--- config.mk ---
export PLATFORM = sky130hd
export DESIGN_NAME = half_subtractor_flat
export DESIGN_NICKNAME = d
export VERILOG_FILES = /design/src/rtl/half_subtractor_if.sv /design/src/rtl/half_subtractor.sv /design/src/flat_wrapper.sv
export SDC_FILE = /design/constraint.sdc
export NUM_CORES = 1
export LEC_CHECK = 0
export CELL_PAD_IN_SITES_DETAIL_PLACEMENT = 1
export CELL_PAD_IN_SITES_GLOBAL_PLACEMENT = 1
export CORE_AREA = 2 2 39 41
export DETAILED_ROUTE_END_ITERATION = 10
export DIE_AREA = 0 0 41 43
export DONT_BUFFER_PORTS = 1
export PLACE_DENSITY_LB_ADDON = 0.1
export SLEW_MARGIN = 20
export SYNTH_ARGS = -nofsm -noshare
export SYNTH_HDL_FRONTEND = slang
export SYNTH_SLANG_ARGS = --single-unit
--- constraint.sdc ---
create_clock -name clk -period 0.8 [get_ports clk]
set_input_delay 0.12 -clock clk [delete_from_list [all_inputs] [get_ports clk]]
set_output_delay 0.12 -clock clk [all_outputs]
set_load 0.02 [all_outputs]
--- src/rtl/half_subtractor_if.sv ---
// half_subtractor_if: operand/result bundle for the lane-parallel half subtractor
interface half_subtractor_if #(parameter int WIDTH = 1);
    logic             in_valid;
    logic             sticky_clr;
    logic [WIDTH-1:0] a;
    logic [WIDTH-1:0] b;
    logic             out_valid;
    logic [WIDTH-1:0] difference;
    logic [WIDTH-1:0] borrow;
    logic             any_borrow;
    logic             borrow_seen;
    modport master (
        output in_valid, sticky_clr, a, b,
        input  out_valid, difference, borrow, any_borrow, borrow_seen
    );
    modport slave (
        input  in_valid, sticky_clr, a, b,
        output out_valid, difference, borrow, any_borrow, borrow_seen
    );
endinterface

--- src/rtl/half_subtractor.sv ---
// half_subtractor: registered lane-parallel half subtractor with sticky borrow flag
module half_subtractor #(
    parameter int WIDTH = 1
) (
    input logic              clk,
    input logic              rst,
    half_subtractor_if.slave bus
);
    logic [WIDTH-1:0] diff_q, diff_d, borrow_q, borrow_d;
    logic             valid_q, any_q, any_d, seen_q, seen_d;
    // Results hold while idle; in_valid gates the operands so unknowns never leak in.
    always_comb begin
        diff_d   = bus.in_valid ? bus.a ^ bus.b : diff_q;
        borrow_d = bus.in_valid ? ~bus.a & bus.b : borrow_q;
        any_d    = |borrow_d;
        seen_d   = (bus.in_valid && |(~bus.a & bus.b)) || (seen_q && !bus.sticky_clr);
    end
    always_ff @(posedge clk) begin
        if (rst) begin
            valid_q  <= 1'b0;
            diff_q   <= '0;
            borrow_q <= '0;
            any_q    <= 1'b0;
            seen_q   <= 1'b0;
        end else begin
            valid_q  <= bus.in_valid;
            diff_q   <= diff_d;
            borrow_q <= borrow_d;
            any_q    <= any_d;
            seen_q   <= seen_d;
        end
    end
    assign bus.out_valid   = valid_q;
    assign bus.difference  = diff_q;
    assign bus.borrow      = borrow_q;
    assign bus.any_borrow  = any_q;
    assign bus.borrow_seen = seen_q;
endmodule

--- src/flat_wrapper.sv ---
// flat-port wrapper written by rule: the top's interface ports become plain ports
module half_subtractor_flat 
#(
    parameter int WIDTH = 1
)
  (clk, rst, bus_in_valid, bus_sticky_clr, bus_a, bus_b, bus_out_valid, bus_difference, bus_borrow, bus_any_borrow, bus_borrow_seen);
  half_subtractor_if #(.WIDTH(WIDTH)) bus_i ();
  input logic clk;
  input logic rst;
  input wire logic [$bits(bus_i.in_valid)-1:0] bus_in_valid;
  input wire logic [$bits(bus_i.sticky_clr)-1:0] bus_sticky_clr;
  input wire logic [$bits(bus_i.a)-1:0] bus_a;
  input wire logic [$bits(bus_i.b)-1:0] bus_b;
  output wire logic [$bits(bus_i.out_valid)-1:0] bus_out_valid;
  output wire logic [$bits(bus_i.difference)-1:0] bus_difference;
  output wire logic [$bits(bus_i.borrow)-1:0] bus_borrow;
  output wire logic [$bits(bus_i.any_borrow)-1:0] bus_any_borrow;
  output wire logic [$bits(bus_i.borrow_seen)-1:0] bus_borrow_seen;
  assign bus_i.in_valid = bus_in_valid;
  assign bus_i.sticky_clr = bus_sticky_clr;
  assign bus_i.a = bus_a;
  assign bus_i.b = bus_b;
  assign bus_out_valid = bus_i.out_valid;
  assign bus_difference = bus_i.difference;
  assign bus_borrow = bus_i.borrow;
  assign bus_any_borrow = bus_i.any_borrow;
  assign bus_borrow_seen = bus_i.borrow_seen;
  half_subtractor #(.WIDTH(WIDTH)) u_core (.clk(clk), .rst(rst), .bus(bus_i));
endmodule
==> impl_metrics.yaml <==
run_status:
  status: "complete, but fails checks"
  violations: "negative setup slack"
power_and_ir_drop:
  p_per_area_mw_per_mm2: 2080
  combPwrFrac: 0.117
  netSwitchingPower_uw: 115
  p_leak_nw: 0.110
  pwr-share-clk: 0.463
  pwr-share-seq: 0.420
  cellInternalPower_uw: 415
  ir_worst_vdd_mv: 0.233
  swShare: 0.218
global_routing:
  antenna_found_initial: 0
  grt_pass1_wl_um: 531
  use_met3: 0.0262
  grt_max_degree: 6
  track_usage: 0.0511
  use_met2: 0.0500
  grt_pass1_vias: 144
  met1_usage: 0.0575
  busiest_layer: "met4"
  gr-total-overflow: 0
floorplan:
  coreArea_sq_mm: 0.00138
  fp.dieH_um: 43
  dieWidth_um: 41
  ios: 11
  dieArea_sq_mm: 0.00176
  initial_core_util: 0.107
  rows: 14
sta:
  finClkSkew_ps: 0
  min_period_over_period: 1.01
  worst_slack_ps: -8.35
  setup_tns_ps: -16.7
  report.final.slew_viol_count: 0
  setup_viol: 2
  hold_viol: 0
  tightestPinTransition_ps: 202
  fmax_ghz: 1.24
  rsz0062_at_grt: "yes"
  min_period_ps: 808
  slew_headroom: 0.865
job:
  drv_cap: 0
setup_path:
  reg2reg_from: "u_core.bus.difference$_SDFFE_PP0P_"
  slowest_stage: "dfxtp_2"
  max_stage_delay_ps: 320
  cpLargestDelayFamily: "flip-flops"
  cp.buffers_inverters: 1
  crit_arrival_ps: 690
  crit_path_cell_trace: "buf_6"
  required_ps: 680
  cp-end-kind: "primary output"
  path_max_fanout: 2
  r2r_setup_slack_ps: 110
  rr_endpoint: "u_core.bus.difference$_SDFFE_PP0P_"
  worst-r2r-cell-count: 2
  crit_path_start_kind: "flip-flop"
  crit_type: "flip-flop to primary output"
final_layout:
  drive_gt1_frac: 0.458
  post-route-util: 0.184
  postLayoutCellArea_sq_um: 255
  n_antenna_cell: 0
  fin_cells: 40
  area_delta_synth_final_pct: 72.9
  fin_nets: 33
min_path:
  holdPathStages: 1
  holdPathEnd: "u_core.bus.out_valid$_SDFF_PP0_"
  min_from: "bus_in_valid"
  min-delay-path-class: "input pin to flip-flop"
synth:
  yosysTopAreaCell: "dfxtp_1"
  synth_nets: 22
  synth.top_cell.area_share: 0.542
  yosys-top-cells-count: "4 x dfxtp_1, 2 x a21oi_1, 2 x nand2b_1"
  synth_top_family_by_area: "simple AND/OR/NAND/NOR gates"
  synth_cells: 15
  synth-async-reset-ratio: 0
  mappedNetlistArea_sq_um: 148
  yosysUniqueCellTypes: 10
  synth_compound_area_frac: 0.119
  ys_seq_area_frac: 0.542
  synth-edff-count: 0
  yosys-top-cells-area: "dfxtp_1 54%, ha_1 8.5%, nand2b_1 8.5%"
  synthSimpleGateAreaFrac: 0.178
  syn_avg_cell_area_sq_um: 9.84
  yosysWarningCount: 0
  synth_fa_ha_area_frac: 0.0847
  synthFlopType: "dfxtp_1"
  synthMuxAreaShare: 0
  synth.most_common_cell: "dfxtp_1"
  synth_seq_cells: 4
  synth_xor_area_frac: 0
placement:
  dp.cells: 33
  gp_congestion: 0.540
  numPortBuffers: 0
  dpl.hpwl_um: 271
  post-place-ws_ps: 41.4
  place_area_sq_um: 183
clocking:
  cts_tree: "built"
  cts-root-buf: "clkbuf_4"
  clk_latency_ps: 230
  cts_num_sinks: 4
  cts_buffers: 3
  clk_pin_slew_worst_paths_ps: 40
  cts_max_path_buffers: 2
  cts_htree_levels: 1
route:
  drtIter0Drc: 1
  wl_per_cell_um: 8.53
  drtPass1Iterations: 2
  final_antenna_net_count: 0
  routed_via_density: 3.05
  vias: 122
  wirelength_um: 341
  drc: 0
==> state kept, by name, indices dropped and copies added (netlist names) <==
register and count:
u_core.bus.borrow 1, u_core.bus.borrow_seen 1, u_core.bus.difference 1, u_core.bus.out_valid 1
==> routing by layer <==
layer  part of all wire  wire (um)
met1               0.45        152
met2               0.46        156
met3              0.094         32
met4                  0          0
met5                  0          0
==> through the flow <==
step	hold slack, ps	power (mW)
6_report	33.5	0.530
5_1_grt	37.0	0.569
4_1_cts	37.0	0.535
3_5_place_dp	195	0.266
3_3_place_gp	192	0.265
2_1_floorplan	189	0.252
==> cell usage in the layout, fill, tap and decap left out <==
cell	instances
buf_4	2
nor2_1	1
nand2_1	1
nand2b_1	2
inv_1	1
a211oi_1	1
dlygate4sd3_1	2
a21oi_1	2
dfxtp_2	3
nor2b_1	1
clkbuf_4	3
buf_6	3
dfxtp_1	1
ha_1	1
==> worst max path at each step <==
| stage | start | to | slack [ps] | cells after the start |
|---|---|---|---|---|
| 6_report | u_core.bus.borrow$_SDFFE_PP0P_ | bus_borrow | -8 | 1 |
| 5_1_grt | u_core.bus.borrow$_SDFFE_PP0P_ | bus_borrow | -40 | 1 |
| 4_1_cts | u_core.bus.borrow$_SDFFE_PP0P_ | bus_borrow | -20 | 1 |
| 3_5_place_dp | bus_a | u_core.bus.difference$_SDFFE_PP0P_ | 40 | 3 |
| 3_3_place_gp | bus_a | u_core.bus.difference$_SDFFE_PP0P_ | 100 | 3 |
| 2_1_floorplan | u_core.bus.borrow$_SDFFE_PP0P_ | bus_borrow | 60 | 1 |
==> power by group through the flow <==
| stage | clock network [mW] | registers (mW) | logic (mW) |
|---|---|---|---|
| after floorplan | 0 | 0.232 | 0.0197 |
| after global placement | 0 | 0.223 | 0.0427 |
| after detailed placement | 0 | 0.222 | 0.0431 |
| after CTS | 0.254 | 0.223 | 0.0586 |
| after global routing | 0.279 | 0.223 | 0.0670 |
| final | 0.245 | 0.223 | 0.0620 |
==> cell families (layout without fill, tap and decap cells) <==
family                   count (synthesis)  in the layout
AO/OA/AOI/OAI                            3              3
flip-flops                               4              4
AND/OR/NAND/NOR                          5              5
adder cells (fa/ha/maj)                  1              1
buffers and inverters                    2             11
==> repair_timing <==
action | CTS | global route
hold buffers | 2 | 0
buffers inserted | 0 | 2
setup endpoints to repair | 4 | 4
hold endpoints to repair | 4 | 0
resized for setup | 6 | 0
==> final cells by class <==
| type | count | area [sq um] |
|---|---|---|
| Fill cell | 168 | 1130 |
| Sequential cell | 4 | 83.8 |
| Timing Repair Buffer | 7 | 68.8 |
| Multi-Input combinational cell | 9 | 56.3 |
| Clock buffer | 3 | 22.5 |
| Tap cell | 16 | 20.0 |
| Inverter | 1 | 3.75 |
Note: power is estimated with default switching activity, not from simulation.
